==> src/rtl/dense_sched_pkg.sv <==
// rtl/dense_sched_pkg.sv - layer geometry, ROM base addresses and FSM states for dense_layer_sched
package dense_sched_pkg;

  localparam int FIXED = 32;
  localparam int W_W   = 8;
  localparam int ACC_W = 48;
  localparam int W_AW  = 12;
  localparam int B_AW  = 6;
  localparam int IDX_W = 7;

  localparam int L0_NIN  = 42;
  localparam int L0_NNEU = 24;
  localparam int L1_NIN  = 24;
  localparam int L1_NNEU = 1;
  localparam int L2_NIN  = 96;
  localparam int L2_NNEU = 22;

  localparam logic [1:0] LYR_L0 = 2'd0;
  localparam logic [1:0] LYR_L1 = 2'd1;
  localparam logic [1:0] LYR_L2 = 2'd2;

  typedef enum logic [2:0] {
    ST_IDLE,
    ST_MAC,
    ST_DRAIN,
    ST_EMIT,
    ST_DONE
  } st_e;

  function automatic logic [IDX_W-1:0] layer_nin(input logic [1:0] l);
    case (l)
      LYR_L1:  return IDX_W'(L1_NIN);
      LYR_L2:  return IDX_W'(L2_NIN);
      default: return IDX_W'(L0_NIN);
    endcase
  endfunction

  function automatic logic [IDX_W-1:0] layer_nneu(input logic [1:0] l);
    case (l)
      LYR_L1:  return IDX_W'(L1_NNEU);
      LYR_L2:  return IDX_W'(L2_NNEU);
      default: return IDX_W'(L0_NNEU);
    endcase
  endfunction

  function automatic logic [W_AW-1:0] layer_w_base(input logic [1:0] l);
    case (l)
      LYR_L1:  return W_AW'(1008);
      LYR_L2:  return W_AW'(1032);
      default: return W_AW'(0);
    endcase
  endfunction

  function automatic logic [B_AW-1:0] layer_b_base(input logic [1:0] l);
    case (l)
      LYR_L1:  return B_AW'(24);
      LYR_L2:  return B_AW'(25);
      default: return B_AW'(0);
    endcase
  endfunction

  function automatic logic [1:0] rr_next(input logic [1:0] p);
    return (p == 2'd2) ? 2'd0 : p + 2'd1;
  endfunction

endpackage

==> src/rtl/dense_mac_acc.sv <==
// rtl/dense_mac_acc.sv - MAC accumulator with 1/256 scale and bias add
// DENSE_SAT_EN: saturate the narrowed result instead of wrapping.
module dense_mac_acc
  import dense_sched_pkg::*;
(
  input  logic             clk,
  input  logic             rst_n,
  input  logic             clr,
  input  logic             en,
  input  logic             bias_ld,
  input  logic [W_W-1:0]   w_data,
  input  logic [FIXED-1:0] in_data,
  input  logic [FIXED-1:0] b_data,
  output logic [FIXED-1:0] result
);

  logic signed [ACC_W-1:0]       acc;
  logic signed [W_W+FIXED-1:0]   prod;
  logic signed [ACC_W-1:0]       prod_ext;
  logic        [FIXED-1:0]       bias_q;

  assign prod     = $signed(w_data) * $signed(in_data);
  assign prod_ext = {{(ACC_W-W_W-FIXED){prod[W_W+FIXED-1]}}, prod};

  always_ff @(posedge clk) begin
    if (!rst_n) begin
      acc    <= '0;
      bias_q <= '0;
    end else begin
      if (clr)
        acc <= '0;
      else if (en)
        acc <= acc + prod_ext;
      if (bias_ld)
        bias_q <= b_data;
    end
  end

`ifdef DENSE_SAT_EN
  localparam logic signed [ACC_W-1:0] SAT_MAX = {{(ACC_W-FIXED+1){1'b0}}, {(FIXED-1){1'b1}}};
  localparam logic signed [ACC_W-1:0] SAT_MIN = {{(ACC_W-FIXED+1){1'b1}}, {(FIXED-1){1'b0}}};
  localparam logic [FIXED-1:0] MAX_F = {1'b0, {(FIXED-1){1'b1}}};
  localparam logic [FIXED-1:0] MIN_F = {1'b1, {(FIXED-1){1'b0}}};

  logic signed [ACC_W-1:0] sum;
  assign sum = (acc >>> 8) + {{(ACC_W-FIXED){bias_q[FIXED-1]}}, bias_q};

  always_comb begin
    result = sum[FIXED-1:0];
    if (sum > SAT_MAX)
      result = MAX_F;
    else if (sum < SAT_MIN)
      result = MIN_F;
  end
`else
  // Only the low FIXED bits survive, so the shift reduces to a bit select.
  assign result = acc[FIXED+7:8] + bias_q;
`endif

endmodule

==> src/rtl/dense_layer_sched.sv <==
// rtl/dense_layer_sched.sv - round-robin scheduler for three dense layers over one MAC
module dense_layer_sched
  import dense_sched_pkg::*;
(
  input  logic             clk,
  input  logic             rst_n,
  input  logic [2:0]       req,
  output logic [2:0]       grant,
  output logic [2:0]       done,
  output logic [W_AW-1:0]  w_addr,
  input  logic [W_W-1:0]   w_data,
  output logic [B_AW-1:0]  b_addr,
  input  logic [FIXED-1:0] b_data,
  output logic [IDX_W-1:0] in_idx,
  input  logic [FIXED-1:0] in_data,
  output logic             out_valid,
  input  logic             out_ready,
  output logic [1:0]       out_layer,
  output logic [IDX_W-1:0] out_idx,
  output logic [FIXED-1:0] out_data
);

  st_e              state_q, state_d;
  logic [2:0]       grant_q;
  logic [1:0]       cur_q, rr_q;
  logic [1:0]       c0, c1, c2, pick;
  logic [IDX_W-1:0] i_q, n_q;
  logic [W_AW-1:0]  w_addr_q;
  logic [B_AW-1:0]  b_addr_q;
  logic [IDX_W-1:0] in_idx_q;
  logic             first_d;
  logic             last_i, last_n;
  logic             acc_clr, acc_en;

  assign c0   = rr_q;
  assign c1   = rr_next(c0);
  assign c2   = rr_next(c1);
  assign pick = req[c0] ? c0 : (req[c1] ? c1 : c2);

  assign last_i = (i_q == layer_nin(cur_q) - 1'b1);
  assign last_n = (n_q == layer_nneu(cur_q) - 1'b1);

  always_comb begin
    state_d = state_q;
    case (state_q)
      ST_IDLE:  if (req != 3'b000) state_d = ST_MAC;
      ST_MAC:   if (last_i) state_d = ST_DRAIN;
      ST_DRAIN: state_d = ST_EMIT;
      ST_EMIT:  if (out_ready) state_d = last_n ? ST_DONE : ST_MAC;
      ST_DONE:  state_d = ST_IDLE;
      default:  state_d = ST_IDLE;
    endcase
  end

  // Addresses are live only in MAC; elsewhere they replay the last issued value.
  always_comb begin
    w_addr = w_addr_q;
    b_addr = b_addr_q;
    in_idx = in_idx_q;
    if (state_q == ST_MAC) begin
      w_addr = layer_w_base(cur_q)
             + ({{(W_AW-IDX_W){1'b0}}, i_q} * {{(W_AW-IDX_W){1'b0}}, layer_nneu(cur_q)})
             + {{(W_AW-IDX_W){1'b0}}, n_q};
      in_idx = i_q;
      if (i_q == '0)
        b_addr = layer_b_base(cur_q) + {{(B_AW-IDX_W+1){1'b0}}, n_q[IDX_W-2:0]};
    end
  end

  always_ff @(posedge clk) begin
    if (!rst_n) begin
      state_q  <= ST_IDLE;
      grant_q  <= '0;
      cur_q    <= '0;
      rr_q     <= '0;
      i_q      <= '0;
      n_q      <= '0;
      w_addr_q <= '0;
      b_addr_q <= '0;
      in_idx_q <= '0;
      first_d  <= 1'b0;
    end else begin
      state_q  <= state_d;
      w_addr_q <= w_addr;
      b_addr_q <= b_addr;
      in_idx_q <= in_idx;
      first_d  <= (state_q == ST_MAC) && (i_q == '0);
      case (state_q)
        ST_IDLE: begin
          if (req != 3'b000) begin
            cur_q   <= pick;
            grant_q <= 3'b001 << pick;
            rr_q    <= rr_next(pick);
            n_q     <= '0;
            i_q     <= '0;
          end
        end
        ST_MAC:  i_q <= last_i ? '0 : i_q + 1'b1;
        ST_EMIT: if (out_ready && !last_n) n_q <= n_q + 1'b1;
        ST_DONE: grant_q <= '0;
        default: ;
      endcase
    end
  end

  // Product for input i arrives one cycle after issue, so add on i>0 and in DRAIN.
  assign acc_clr = (state_q == ST_MAC) && (i_q == '0);
  assign acc_en  = ((state_q == ST_MAC) && (i_q != '0)) || (state_q == ST_DRAIN);

  dense_mac_acc u_mac (
    .clk     (clk),
    .rst_n   (rst_n),
    .clr     (acc_clr),
    .en      (acc_en),
    .bias_ld (first_d),
    .w_data  (w_data),
    .in_data (in_data),
    .b_data  (b_data),
    .result  (out_data)
  );

  assign grant     = grant_q;
  assign done      = (state_q == ST_DONE) ? grant_q : 3'b000;
  assign out_valid = (state_q == ST_EMIT);
  assign out_layer = cur_q;
  assign out_idx   = n_q;

endmodule
==> config.mk <==
export PLATFORM = sky130hd
export DESIGN_NAME = dense_layer_sched
export DESIGN_NICKNAME = d
export VERILOG_FILES = /design/src/rtl/dense_sched_pkg.sv /design/src/rtl/dense_mac_acc.sv /design/src/rtl/dense_layer_sched.sv
export SDC_FILE = /design/constraint.sdc
export NUM_CORES = 1
export LEC_CHECK = 0
export CAP_MARGIN = 20
export CORE_MARGIN = 4
export CORE_UTILIZATION = 45
export DETAILED_ROUTE_END_ITERATION = 6
export PLACE_DENSITY = 0.61
export SLEW_MARGIN = 20
export SYNTH_ARGS = -nofsm -noshare
export SYNTH_HDL_FRONTEND = slang
export SYNTH_SLANG_ARGS = --single-unit
==> constraint.sdc <==
create_clock -name clk -period 8.4 [get_ports clk]
set_input_delay 1.26 -clock clk [delete_from_list [all_inputs] [get_ports clk]]
set_output_delay 1.26 -clock clk [all_outputs]
set_load 0.005 [all_outputs]
* Word-level counts from Yosys, hierarchy flattened
Cells that the tools add are included.
** Word-level totals
- Flip-flop bits (word level) :: 130
- Output and inout bits :: 73
- Logic and storage cells :: 97
** Operators by class
- Add/subtract/negate cells :: 12
- Multipliers :: 2
- Magnitude comparators :: 2
- Equal/unequal tests :: 15
- Shift-type cells :: 1
- Mux-type cells :: 34
- Bitwise logic cells :: 1
- Reduce and logical (&&, ||, !) cells :: 18
** Operator list (number)
- 48-bit by 40-bit adder with 48-bit output :: 1
- 7-bit case mux with 2 select lines :: 3
- 8-bit by 32-bit multiplier with 40-bit output :: 1
- 7-bit 2-to-1 mux :: 5
- 32-bit adder :: 1
- 12-bit 2-to-1 mux :: 2
- 6-bit 2-to-1 mux :: 4
- 11-bit case mux with 2 select lines :: 1
- 5-bit case mux with 2 select lines :: 2
- 3-bit 2-to-1 mux :: 6
- 7-bit by 1-bit adder with 7-bit output (second input constant) :: 2
- 7-bit equality test :: 2
- 7-bit by 1-bit subtractor with 7-bit output (second input constant) :: 2
- 12-bit adder :: 1
- 12-bit by 7-bit adder with 12-bit output :: 1
- 7-bit by 7-bit multiplier with 12-bit output :: 1
- 3-bit case mux with 4 select lines :: 1
- 2-bit 2-to-1 mux :: 5
- 2-bit equality test (second input constant) :: 4
- 7-bit logical NOT :: 1
- 7-bit nonzero test :: 1
- 2-bit by 1-bit adder with 2-bit output (second input constant) :: 3
- 6-bit adder :: 1
- 3-bit by 2-bit equality test with 1-bit output (second input constant) :: 2
- other kinds (20) :: 32

* Depth between registers and ports, before layout
- Depth in word-level cells :: 9
- Mapped depth :: 23

* Modules after synthesis
From an unflattened synthesis, not the netlist that was laid out.
** Second synthesis, totals
- Cells, all modules :: 1933
- Area total of the unflattened synthesis :: 17471.8 um2
** Modules (own cells, without submodules)
- dense_mac_acc :: times used 1, cells an instance 1462, area each 13516.7 um2, sequential area each 1441.4 um2
- dense_layer_sched :: times used 1, cells an instance 471, area each 3955.0 um2, sequential area each 1001.0 um2

* Worst setup path before layout
OpenSTA, ideal clock, no wires.
- Path type :: input to register
- Start point :: input port w_data[7]
- End point :: register u_mac.acc[37]
- Setup time :: 0.117 ns
- Data arrival time :: 6.338 ns
- Data required time :: 8.283 ns
- Slack :: 1.945 ns
- Stages :: 19
- Buffers on the path :: 2
- Path through :: inv_1 clkbuf_1 clkbuf_1 nor2_1 fa_1 fa_1 fa_1 fa_1 ha_1 ha_1 a21o_1 a31o_1 or3_4 o211ai_4 o221ai_2 a32o_2 a21oi_2 xnor2_1 a22o_1
** Between the ends
- Cells in the longest elaborated chain, start to end :: 2
** RTL lines
- from (decl) :: RTL line dense_layer_sched.sv:11 : input logic [W_W-1:0] w_data,
- 8-bit by 32-bit multiplier with 40-bit output :: RTL line dense_mac_acc.sv:22 : assign prod = $signed(w_data) * $signed(in_data);
- 48-bit by 40-bit adder with 48-bit output :: RTL line dense_mac_acc.sv:33 : acc <= acc + prod_ext;
- to (signal assigned) :: RTL line dense_mac_acc.sv:33
- to (decl) :: RTL line dense_mac_acc.sv:17 : logic signed [ACC_W-1:0] acc;
Every way passes these cells.
A chain may end at the register's enable or synchronous reset.

* Worst setup path in the final report
- Start point :: register cur_q[0] (netlist: out_layer[0])
- End point :: output port w_addr[11]
** Between the ends
- Cells in the longest elaborated chain, start to end :: 7
- Elaborated cells on any way between the ends :: 10
** RTL lines
- from (decl) :: RTL line dense_layer_sched.sv:25 : logic [1:0] cur_q, rr_q;
- from (signal assigned) :: RTL line dense_layer_sched.sv:91 : cur_q <= pick;
- 2-bit equality test / 2-bit by 1-bit equality test with 1-bit output (equally long branches) :: RTL line dense_sched_pkg.sv:39, dense_sched_pkg.sv:47
- 5-bit case mux with 2 select lines :: RTL line dense_sched_pkg.sv:39 : case (l)
- 7-bit 2-to-1 mux :: RTL line dense_layer_sched.sv:60 : if (state_q == ST_MAC) begin
- 7-bit by 7-bit multiplier with 12-bit output :: RTL line dense_layer_sched.sv:62 : + ({{(W_AW-IDX_W){1'b0}}, i_q} * {{(W_AW-IDX_W){1'b0}}, layer_nneu(cur_q)})
- 12-bit adder (*) :: RTL line dense_layer_sched.sv:62
- 12-bit by 7-bit adder with 12-bit output (*) :: RTL line dense_layer_sched.sv:63 : + {{(W_AW-IDX_W){1'b0}}, n_q};
- 12-bit 2-to-1 mux (*) :: RTL line dense_layer_sched.sv:60
- to (decl) :: RTL line dense_layer_sched.sv:10 : output logic [W_AW-1:0] w_addr,
Every way passes the cells marked *; elsewhere a longest branch is shown, timed or not. The select of a mux whose other input is x is not followed.

==> results.json <==
{
  "rows": 71,
  "layout.nets": 2578,
  "syn_inst": 1955,
  "r2r-start": "u_mac.acc[19]",
  "finalPower_w": 0.00777,
  "cts_max_level": 4,
  "max_slew_margin": 0.288,
  "synth.most_common_cell": "fa_1",
  "drtIter0Drc": 711,
  "synth_top_family_by_area": "adder cells",
  "crit_path_end": "w_addr[11]",
  "path_clk_slew_ns": 0.07,
  "die_w_um": 204,
  "portBuffers": 150,
  "critPathLaunch": "out_layer[0]",
  "min_from": "u_mac.acc[2]",
  "min_period_ns": 7.28,
  "initial_core_util": 0.457,
  "slew_violations": 0,
  "cts_resized": 0,
  "syn-num-nets": 2460,
  "hold_depth": 2,
  "clockRootBuffer": "clkbuf_16",
  "leakagePower_nw": 9.38,
  "drive_above_1_share": 0.0326,
  "drc": 0,
  "fin_skew_ns": 0.0152,
  "wl_per_cell_um": 17.1,
  "crit_path_max_fanout": 16,
  "r2r_end": "u_mac.acc[32]",
  "post-cts-setup-buffers": 0,
  "area_growth_pct": 15.4,
  "ys_types": 71,
  "slowest_delay_ns": 0.65,
  "numCtsBuffers": 17,
  "synthTopCellsByCount": "270 x fa_1, 257 x inv_1, 245 x nand2_1",
  "insertion_delay_ns": 0.43,
  "io_pins": 151,
  "cts_tree": "done",
  "grt_pass1_wl_um": 75300,
  "powerDensity_nw_per_um2": 392,
  "hold_buffers": 0,
  "critPathCaptureType": "output port",
  "drv_cap": 0,
  "ys_warn_count": 0,
  "syn-mean-instance-area_sq_um": 8.80,
  "max_freq_mhz": 137,
  "post_synth_fa_ha_maj_area_fraction": 0.428,
  "die_area_sq_um": 41400,
  "post-route-period-util": 0.866,
  "num_vias": 13700,
  "grt_pass1_vias": 14100,
  "place.gp.congestion": 0.888,
  "synth.top_cell.area_share": 0.314,
  "tns_ns": 0,
  "synth-edff-count": 0,
  "synthArstFlopShare": 0,
  "hold_violations": 0,
  "required_ns": 7.14,
  "cpMaxStageDelayCell": "ha_1",
  "die_h_um": 204,
  "worstPathArrival_ns": 6.02,
  "vdd_drop_max_uv": 265,
  "n_antenna_cell": 0,
  "postRouteAntennaNets": 0,
  "ff2ff_path_depth": 17,
  "numClockSinks": 122,
  "reg2reg_slack_ns": 3.04,
  "hold_class": "register to register",
  "start_kind": "register",
  "hpwl_um": 36500,
  "ys_ff_latch": 122,
  "grt_max_degree": 61,
  "synth_xor_area_frac": 0.0417,
  "worst_slew_pin_slew_ns": 1.07,
  "post_drt_via_cell_ratio": 5.26,
  "path_cells": "ha_1, ha_1, fa_1, fa_1, ha_1, inv_1, fa_1, inv_1, ha_1, inv_1, fa_1, nor2b_1, o21ai_0, a21boi_1, o21ai_0, nand2b_1, a21o_1, a21oi_1, xnor2_1, o21ai_0, clkdlybuf4s50_1",
  "synth_top_area_cell": "fa_1",
  "synthSimpleGateAreaFrac": 0.187,
  "track_usage": 0.223,
  "antenna_found_initial": 4,
  "setup_violations": 0,
  "path_class": "register to output port",
  "drtPass1Iterations": 4,
  "muxShareOfSynthArea": 0.0224,
  "core_area_sq_um": 37700,
  "synth_compound_area_frac": 0.108,
  "rsz0062_at_grt": "false",
  "gr-total-overflow": 0,
  "finalWirelength_um": 44400,
  "cts.path.max_buffers": 2,
  "ys_seq_area_frac": 0.142,
  "status": "complete, no violations",
  "ys.flop_type": "dfxtp_1",
  "synth.area.top_cells": "fa_1 31%, dfxtp_1 14%, ha_1 11%, and2_1 6.2%, inv_1 5.6%",
  "syn_area_sq_um": 17200
}
area by class of cell:
type,count,area (sq um)
Sequential cell,122,2440
Clock inverter,15,201
Timing Repair Buffer,166,1620
Fill cell,3628,17800
Clock buffer,17,425
Inverter,259,972
Tap cell,511,639
Multi-Input combinational cell,1507,13600
layout by cell type, fill, tap and decap left out, types with 6 or more instances in the layout:
master and n:
and3_1 16, a31oi_1 8, or3_1 8, a21o_1 33
o21ai_1 6, dfxtp_1 121, a211oi_1 8, xnor2_1 52
nand4_1 11, fa_1 270, o21ai_0 60, o211ai_1 6
nand2b_1 17, nand3_1 22, a21oi_1 121, inv_1 257
nor2_1 119, clkdlybuf4s50_1 150, mux2i_1 34, inv_6 6
o21bai_1 7, o21a_1 8, xor2_1 30, nor3_1 11
and2_1 170, buf_4 16, nor2b_1 15, nand2_1 245
clkbuf_16 17, ha_1 157
how the worst min path moves through the flow:
stage,end,slack (ns)
2_1_floorplan,u_mac.acc[6],0.43
3_3_place_gp,u_mac.acc[6],0.44
3_5_place_dp,u_mac.acc[2],0.45
4_1_cts,u_mac.acc[2],0.46
5_1_grt,u_mac.acc[3],0.48
6_report,u_mac.acc[2],0.45
per-stage QoR:
stage               cell area [sq um]  std cells   util  hold WS [ns]  worst slack (ns)
floorplan                       17200       1955      -         0.432              1.94
global placement                19200       2565  0.510         0.441             0.938
detailed placement              19200       2565  0.510         0.448             0.900
CTS                             19900       2597  0.527         0.458              1.09
global route                    19900       2597  0.527         0.480             0.701
finish                          19900       2597  0.527         0.453              1.12
routing by layer:
layer  track usage  share of wire  routed length [um]  up-vias
li1              -              -                   -     6535
met4        0.0385          0.010                 450        8
met5             0         0.0014                  61        -
met3        0.0382          0.057                2540       38
met1         0.338           0.48               21500     6731
met2         0.341           0.45               19800      341
critical path: cells and delay by family, from the launching register on:
family | cells | cell delay (ns)
DFF | 1 | 0.44
AOI/OAI and AO/OA | 6 | 1.05
adders and majority gates | 8 | 3.11
buffers and inverters | 4 | 0.70
xor gates and xnor gates | 1 | 0.11
and+or+nand+nor | 2 | 0.17
logic make-up after synthesis:
logic type,after synthesis
compound gates,300
xor+xnor,82
fa+ha+maj,427
buf+inv,326
flops,122
mux,38
simple gates,660
where the power goes:
group	leakage, nW	switching [W]	internal [W]
combinational	8.09	0.00355	0.00264
sequential	0.990	0.000127	0.000670
clock	0.306	0.000312	0.000479
flip-flops by register name, summed over array words and instances (netlist names):
register	cells
u_mac.bias_q	32
w_addr_q	12
in_idx_q	7
out_idx	7
out_layer	2
u_mac.acc	40
b_addr_q	6
state_q	3
grant	3
c0	2
i_q	7
first_d	1
(Power assumes the default switching activity.)
